[src/rtl/oled_digit_streamer.sv]
// Streams one SSD1306 frame column by column: digit glyph bytes, optional
// leading-zero blanking, decimal point, zero padding, then a single sync strobe.
module oled_digit_streamer #(
    parameter int DIGITS_NUM       = 6,
    parameter int DIGIT_X_SIZE_PX  = 21,
    parameter int LCD_X_SIZE_PX    = 128,
    parameter int LCD_Y_SIZE_BYTES = 4,
    localparam int DP_SIZE = $clog2(DIGITS_NUM),
    localparam int X_W     = $clog2(DIGIT_X_SIZE_PX),
    localparam int Y_W     = $clog2(LCD_Y_SIZE_BYTES)
) (
    input  logic                    clk_in,
    input  logic                    reset_n_in,
    input  logic [4*DIGITS_NUM-1:0] digits_in,
    input  logic [DP_SIZE-1:0]      dec_point_position_in,
    input  logic                    blank_zeros_in,
    input  logic                    refresh_stb_in,
    output logic                    ready_out,
    output logic [3:0]              glyph_digit_out,
    output logic [X_W-1:0]          glyph_x_out,
    output logic [Y_W-1:0]          glyph_y_out,
    output logic                    glyph_dp_out,
    input  logic [7:0]              glyph_pixels_in,
    output logic [7:0]              oled_data_out,
    output logic                    oled_write_stb_out,
    output logic                    oled_sync_stb_out,
    input  logic                    oled_ready_in
);

    localparam int PAD_COLS = LCD_X_SIZE_PX - DIGITS_NUM * DIGIT_X_SIZE_PX;
    localparam int PAD_W    = (PAD_COLS > 0) ? $clog2(PAD_COLS + 1) : 1;
    localparam int DIG_W    = DP_SIZE;

    localparam logic [X_W-1:0]   X_LAST   = X_W'(DIGIT_X_SIZE_PX - 1);
    localparam logic [Y_W-1:0]   Y_LAST   = Y_W'(LCD_Y_SIZE_BYTES - 1);
    localparam logic [DIG_W-1:0] DIG_LAST = DIG_W'(DIGITS_NUM - 1);
    localparam logic [PAD_W-1:0] PAD_LAST = PAD_W'(PAD_COLS - 1);

    typedef enum logic [2:0] {
        S_RESET,
        S_IDLE,
        S_SEND_DATA,
        S_WAIT_FOR_READY,
        S_SEND_SYNC,
        S_WAIT_FOR_SYNC
    } state_t;

    state_t state, state_next;

    logic [4*DIGITS_NUM-1:0] digits_q, pend_digits;
    logic [DP_SIZE-1:0]      dp_q, pend_dp;
    logic                    blank_q, pend_blank, pending;

    logic [DIG_W-1:0] digit_cnt;
    logic [X_W-1:0]   x_cnt;
    logic [Y_W-1:0]   y_cnt;
    logic [PAD_W-1:0] pad_cnt;
    logic             in_pad;

    logic             frame_start, advance, last_byte;
    logic [3:0]       cur_digit;
    logic             cur_blank, lead_zero;

    assign last_byte = (y_cnt == Y_LAST) &&
                       (in_pad ? (pad_cnt == PAD_LAST)
                               : ((PAD_COLS == 0) && (digit_cnt == '0) && (x_cnt == X_LAST)));

    always_ff @(posedge clk_in) begin
        if (!reset_n_in) begin
            state <= S_RESET;
        end else begin
            state <= state_next;
        end
    end

    // A refresh coinciding with the sync handshake exit restarts immediately.
    always_comb begin
        state_next  = state;
        frame_start = 1'b0;
        advance     = 1'b0;
        case (state)
            S_RESET: state_next = S_IDLE;
            S_IDLE: begin
                if (refresh_stb_in || pending) begin
                    state_next  = S_SEND_DATA;
                    frame_start = 1'b1;
                end
            end
            S_SEND_DATA: begin
                if (!oled_ready_in) begin
                    state_next = S_WAIT_FOR_READY;
                end
            end
            S_WAIT_FOR_READY: begin
                if (oled_ready_in) begin
                    if (last_byte) begin
                        state_next = S_SEND_SYNC;
                    end else begin
                        advance    = 1'b1;
                        state_next = S_SEND_DATA;
                    end
                end
            end
            S_SEND_SYNC: begin
                if (!oled_ready_in) begin
                    state_next = S_WAIT_FOR_SYNC;
                end
            end
            S_WAIT_FOR_SYNC: begin
                if (oled_ready_in) begin
                    if (refresh_stb_in || pending) begin
                        state_next  = S_SEND_DATA;
                        frame_start = 1'b1;
                    end else begin
                        state_next = S_IDLE;
                    end
                end
            end
            default: state_next = S_RESET;
        endcase
    end

    always_ff @(posedge clk_in) begin
        if (!reset_n_in) begin
            digits_q    <= '0;
            dp_q        <= '0;
            blank_q     <= 1'b0;
            pend_digits <= '0;
            pend_dp     <= '0;
            pend_blank  <= 1'b0;
            pending     <= 1'b0;
            digit_cnt   <= '0;
            x_cnt       <= '0;
            y_cnt       <= '0;
            pad_cnt     <= '0;
            in_pad      <= 1'b0;
        end else if (frame_start) begin
            // A strobe in this very cycle is newer than anything buffered.
            if (refresh_stb_in) begin
                digits_q <= digits_in;
                dp_q     <= dec_point_position_in;
                blank_q  <= blank_zeros_in;
            end else begin
                digits_q <= pend_digits;
                dp_q     <= pend_dp;
                blank_q  <= pend_blank;
            end
            pending   <= 1'b0;
            digit_cnt <= DIG_LAST;
            x_cnt     <= '0;
            y_cnt     <= '0;
            pad_cnt   <= '0;
            in_pad    <= 1'b0;
        end else begin
            if (refresh_stb_in) begin
                pending     <= 1'b1;
                pend_digits <= digits_in;
                pend_dp     <= dec_point_position_in;
                pend_blank  <= blank_zeros_in;
            end
            if (advance) begin
                if (y_cnt != Y_LAST) begin
                    y_cnt <= y_cnt + Y_W'(1);
                end else begin
                    y_cnt <= '0;
                    if (in_pad) begin
                        pad_cnt <= pad_cnt + PAD_W'(1);
                    end else if (x_cnt != X_LAST) begin
                        x_cnt <= x_cnt + X_W'(1);
                    end else begin
                        x_cnt <= '0;
                        if (digit_cnt != '0) begin
                            digit_cnt <= digit_cnt - DIG_W'(1);
                        end else begin
                            in_pad <= 1'b1;
                        end
                    end
                end
            end
        end
    end

    // Leading zeros are scanned from the most significant digit downwards.
    always_comb begin
        lead_zero = 1'b1;
        cur_digit = 4'd0;
        cur_blank = 1'b0;
        for (int i = DIGITS_NUM - 1; i >= 0; i--) begin
            lead_zero = lead_zero && (digits_q[4*i +: 4] == 4'd0);
            if (digit_cnt == DIG_W'(i)) begin
                cur_digit = digits_q[4*i +: 4];
                cur_blank = blank_q && lead_zero && (i > int'(dp_q)) && (i != 0);
            end
        end
    end

    assign glyph_digit_out    = cur_digit;
    assign glyph_x_out        = x_cnt;
    assign glyph_y_out        = y_cnt;
    assign glyph_dp_out       = (dp_q == digit_cnt) && (dp_q != '0);

    assign oled_data_out      = ((state == S_SEND_DATA || state == S_WAIT_FOR_READY) &&
                                 !in_pad && !cur_blank) ? glyph_pixels_in : 8'h00;
    assign oled_write_stb_out = (state == S_SEND_DATA);
    assign oled_sync_stb_out  = (state == S_SEND_SYNC);
    assign ready_out          = (state == S_IDLE) && !pending;

endmodule
[config.mk]
export PLATFORM = sky130hd
export DESIGN_NAME = oled_digit_streamer
export DESIGN_NICKNAME = d
export VERILOG_FILES = /design/src/rtl/oled_digit_streamer.sv
export SDC_FILE = /design/constraint.sdc
export NUM_CORES = 1
export LEC_CHECK = 0
export ABC_AREA = 1
export CORE_UTILIZATION = 32
export CTS_CLUSTER_DIAMETER = 30
export DETAILED_ROUTE_END_ITERATION = 7
export HOLD_SLACK_MARGIN = 0.02
export PLACE_DENSITY = 0.59
export SYNTH_ARGS = -nofsm -noshare
export SYNTH_HDL_FRONTEND = slang
export SYNTH_SLANG_ARGS = --single-unit
export TNS_END_PERCENT = 100
[constraint.sdc]
create_clock -name clk_in -period 1.6 [get_ports clk_in]
set_input_delay 0.32 -clock clk_in [delete_from_list [all_inputs] [get_ports clk_in]]
set_output_delay 0.32 -clock clk_in [all_outputs]
set_load 0.02 [all_outputs]
# After elaboration in Yosys (flattened, before gate mapping)
# Index checks and enable logic that the tools add are counted.
# W data, S select, Z words.
# totals
ff_bits	73
word_cells	134
output_inout_bits	23
input_bits	40
# op_classes
order_cmp	5
eq_ne	23
bitwise	4
addsub	4
mux	42
n_reduce_logical	42
# op_table
cell	n
$mux W3	13
$mux W24	1
$mux W4	6
$logic_not A4 Y1	5
$logic_and A1 B1 Y1	19
$pmux W3 S6	1
$mux W1	16
$ne A2 B2 Y1 const B	8
$reduce_and A5 Y1	3
$eq A3 B2 Y1 const B	4
$eq A3 B3 Y1 const B	4
$mux W8	1
$eq A3 B1 Y1 const B	2
$gt A2 B3 Y1 const A	2
$gt A3 B3 Y1 const A	2
$logic_not A3 Y1	2
$reduce_and A3 Y1	2
$reduce_bool A3 Y1	2
$add A5 B1 Y5 const B	1
$mux W5	1
$ne A5 B5 Y1 const B	1
$add A2 B1 Y2 const B	2
$mux W2	2
$not A1 Y1	4
other kinds (12)	16

# Depth between registers and ports, before layout
# depth
ltp_word	12
mapped_depth	11
depth_no_buf	11

# Worst setup path before layout
# No wires, ideal clock.
# synth_timing
path_kind	reg2out
startpoint	register digit_cnt[0]
endpoint	output oled_data_out[0]
stages_incl_launch_ff	12
t_required_ps	1280
t_arrival_ps	1578
path_slack_ps	-298
path_buffers	0
path_cell_list	dfxtp_1 -> inv_1 -> ha_1 -> nand2_1 -> nand3_1 -> nand2_1 -> nand2_1 -> nand3_1 -> nand2_1 -> nand2_1 -> nand2_2 -> nor2_1
# synth_between
elab_chain_len	10
elab_cells_between_ends	15
classes_between	5 x eq/ne; 7 x mux; 3 x reduce/logical
# synth_lines
item	line_no	rtl
start: declaration	54	logic [DIG_W-1:0] digit_cnt;
start signal: assignment	173	digit_cnt <= digit_cnt - DIG_W'(1);
$eq A3 B3 Y1	190	if (digit_cnt == DIG_W'(i)) begin
$mux W1 (5 in a row)	190	
$mux W1 (*)	190	
$logic_not A1 Y1 (*)	203	!in_pad && !cur_blank) ? glyph_pixels_in : 8'h00;
$logic_and A1 B1 Y1 (*)	203	
$mux W8 (*)	203	
end: declaration	24	output logic [7:0] oled_data_out,
# Mark *: on every way between the ends. The rest lies on a longest branch, timed or not.

# Worst setup path after layout
# layout_timing
startpoint	register digit_cnt[0]
endpoint	output glyph_digit_out[3]
# layout_between
elab_chain_len	7
elab_cells_between_ends	12
classes_between	5 x eq/ne; 6 x mux; 1 x reduce/logical
# layout_lines
item	line_no	rtl
$eq A3 B3 Y1	190	
$mux W4 (5 in a row)	190	
$mux W4 (*)	190	
end: declaration	19	output logic [3:0] glyph_digit_out,
# Marked as above.

==> key figures <==
Run status
  – Outcome: finished, violations left
  – Failing checks: design-rule violations, negative setup slack

Routing
  – Routed vias: 4050
  – Vias per cell: 4.88
  – DR WL/cell: 13.9 um
  – DR DRC count: 5
  – ANT nets after route: 0
  – DRT Pass-1 Iters: 7
  – Final wirelength: 11500 um
  – DR iter-0 viols: 186

Global routing
  – GRT Overall Usage: 16.0%
  – First-pass GRT wire length: 16100 um
  – Grt total ovfl: 0
  – Initial antenna violation count: 0
  – Largest net degree at the start of global routing: 64
  – Vias in the first global route: 3646

Power
  – Total power draw: 0.00957 W
  – Pwr Density: 1520 nW/um^2
  – LEAKAGE: 2.88 nW
  – Maximum vdd drop: 0.668 mV

Synthesis
  – Register area share after synthesis: 38.0%
  – Syn. warnings: 0
  – Mapped Nets: 585
  – Mapped Avg Cell Area: 7.18 um^2
  – Ys flop type: dfxtp_1
  – Largest area contributor in the netlist: dfxtp_1
  – Yosys cell types: 37
  – Area of the mapped netlist: 3850 um^2
  – Top post-synthesis cells by area: dfxtp_1, o21ai_0, a21oi_1
  – Async set-reset flop share out of synthesis: 0%
  – Post-synth top area share: 38.0%
  – Synthesized flop and latch total: 73
  – EDFF count, synth: 0
  – Gate Count Post-Synth: 536

Timing
  – Fin worst setup slack: -0.579 ns
  – Fin. Hold Viols: 0
  – Unrepaired setup endpoints after global routing: yes
  – Max Clock Freq: 459 MHz
  – Max Clock Skew: 0.00714 ns
  – Setup violators final: 15
  – Rel. slew slack: 72.3%
  – Hold slack: 0.422 ns
  – Fin crit share: 136%
  – Slew Viols, Final: 0
  – Worst-margin pin slew: 0.415 ns
  – Min cycle time layout: 2.18 ns

Worst setup path
  – Crit path largest cell delay: 0.39 ns
  – CP Cell Sequence: inv_4, ha_4, nor3_1, a21oi_2, o21ai_1, o21bai_1, a21oi_4, buf_4
  – R2R setup slack: -0.02 ns
  – Worst Path Required: 1.28 ns
  – Launching element type of the critical path: flip-flop
  – Critical register-to-register path endpoint: digits_q[16]$_SDFFE_PN0P_
  – Reg2Reg Depth: 9
  – Crit path max fanout: 5
  – Arr. time, crit path: 1.86 ns
  – CP endpoint kind: output port
  – Slowest CP cell: dfxtp_4
  – RR Startpoint: state[1]$_SDFFE_PN0P_
  – Crit path kind: reg -> out

Place
  – Port bufs: 62
  – Final Wtd Congestion: 0.905
  – # placed instances: 787
  – Placed Area: 5290 um^2
  – Hpwl dp: 7010 um

Clocking
  – CTS tree: built
  – Clock slew at reported path FFs: 0.06 ns
  – # H-tree levels: 3
  – Clock Sinks: 73
  – Maximum clock insertion buffer count: 2
  – Hold buffers post-CTS: 0
  – Root Buffer: clkbuf_16
  – CTS buffer count: 9
  – Clk Latency, worst-skew pair: 0.34 ns

Worst hold path
  – Hold WC Path Type: in -> reg
  – WHS Endpoint: pending$_SDFFE_PP0P_
  – Worst Hold Depth: 5
  – Worst Min Path Start: refresh_stb_in

Layout
  – Ant diodes: 0
  – Layout Utilization: 54.6%
  – Nets: 731
  – Non-Filler Instances: 830
  – Design Area, Final: 6310 um^2
  – Layout area overhead: 64.2%
  – Layout cell share with drive strength beyond 1: 36.2%

Die
  – Die Wd: 112 um
  – Die Area: 12500 um^2
  – Site Rows: 39
  – Die H: 112 um
  – IO Pins: 63
  – Core box area: 11600 um^2
  – Initial Util: 33.3%

Run
  – Max-Cap Viols: 0
## routing by layer
metal / up-vias / track usage [%] / part of all wire (%)
li1: 2039 / - / -
met1: 1882 / 19.2 / 43
met2: 110 / 27.3 / 50
met3: 19 / 3.86 / 5.0
met4: 0 / 6.40 / 1.9
met5: - / 0 / 0
## cells by family after synthesis
logic type,share of synthesized area [%]
XOR/XNOR,1.59
buffers and inverters,12.4
AND/OR/NAND/NOR,19.9
flip-flops,38.0
multiplexers,3.12
AO/OA/AOI/OAI,22.0
adder cells (fa/ha/maj),2.93
## placed cells by master (no fill, tap or decap), types with 9 or more instances in the layout
cell type and instances:
nor2_4 12, a21oi_1 55, a21oi_2 14, buf_4 74
clkbuf_16 15, o21ai_0 37, buf_6 24, o21ai_2 17
clkdlybuf4s50_1 37, dfxtp_1 64, inv_1 74, o21ai_1 23
nor2_1 23, nand3_1 10, nand2_1 62, or2_1 9
mux2i_1 12, inv_2 10
## worst max path at each step
stage / endpoint / slack (ns) / depth (start not counted) / start
finish: glyph_digit_out[3] / -0.58 / 8 / digit_cnt[0]$_SDFFE_PN0P_
CTS: oled_data_out[0] / -0.56 / 11 / digit_cnt[1]$_SDFFE_PP0P_
global placement: oled_data_out[0] / -0.63 / 9 / digit_cnt[1]$_SDFFE_PP0P_
floorplan: oled_data_out[0] / -0.06 / 11 / digit_cnt[0]$_SDFFE_PN0P_
global route: oled_data_out[4] / -0.66 / 12 / digit_cnt[0]$_SDFFE_PN0P_
detailed placement: oled_data_out[5] / -0.67 / 11 / digit_cnt[1]$_SDFFE_PP0P_
## critical path: cells and delay by family, from the launching register on
| family | cells | cell delay (ns) |
|---|---|---|
| simple gates | 1 | 0.27 |
| flops | 1 | 0.39 |
| compound gates | 4 | 0.46 |
| buf+inv | 2 | 0.22 |
| fa+ha+maj | 1 | 0.19 |
## sequential cells by signal, summed over array words and instances (netlist names), 2 cells and up
signal       count
digits_q        24
pend_digits     24
glyph_x_out      5
digit_cnt        3
dp_q             3
pend_dp          3
state            3
glyph_y_out      2
pad_cnt          2
## final cells by class
class / count / area, um^2
Fill cell: 1020 / 5250
Multi-Input combinational cell: 350 / 2400
Timing Repair Buffer: 158 / 1580
Sequential cell: 73 / 1480
Inverter: 90 / 353
Clock buffer: 11 / 243
Tap cell: 143 / 179
Clock inverter: 5 / 78.8
## report_power, final
| part | total, W | switching [W] | internal (W) | leakage [nW] |
|---|---|---|---|---|
| Clock | 0.00219 | 0.000783 | 0.00141 | 0.159 |
| Sequential | 0.00256 | 0.000289 | 0.00227 | 0.604 |
| Combinational | 0.00483 | 0.00248 | 0.00235 | 2.11 |
| Total | 0.00957 | 0.00355 | 0.00602 | 2.88 |
## per-stage QoR
step,setup TNS (ns),worst slack [ns]
after floorplan,-0.357,-0.0643
after global placement,-16.11,-0.630
after detailed placement,-17.54,-0.669
after CTS,-6.67,-0.558
after global routing,-9.39,-0.662
final,-6.89,-0.579
## synth_stat cells (3+ instances only)
cell	instances
a21oi_1	73
buf_2	9
buf_4	3
buf_6	3
clkbuf_1	6
dfxtp_1	73
ha_1	9
inv_1	84
inv_2	5
mux2i_1	12
nand2_1	68
nand2_2	6
nand3_1	15
nand4_1	4
nor2_1	39
nor3_1	7
o21ai_0	75
o21ai_1	4
o21bai_1	3
or2_1	10
xor2_1	7
## what timing repair did
item,in CTS,in global routing
gates resized for setup,123,112
buffers inserted,6,12
pin swaps,18,22
gates cloned,0,12
endpoints found under the setup margin,24,49
Power figures use the tool's default switching activity.
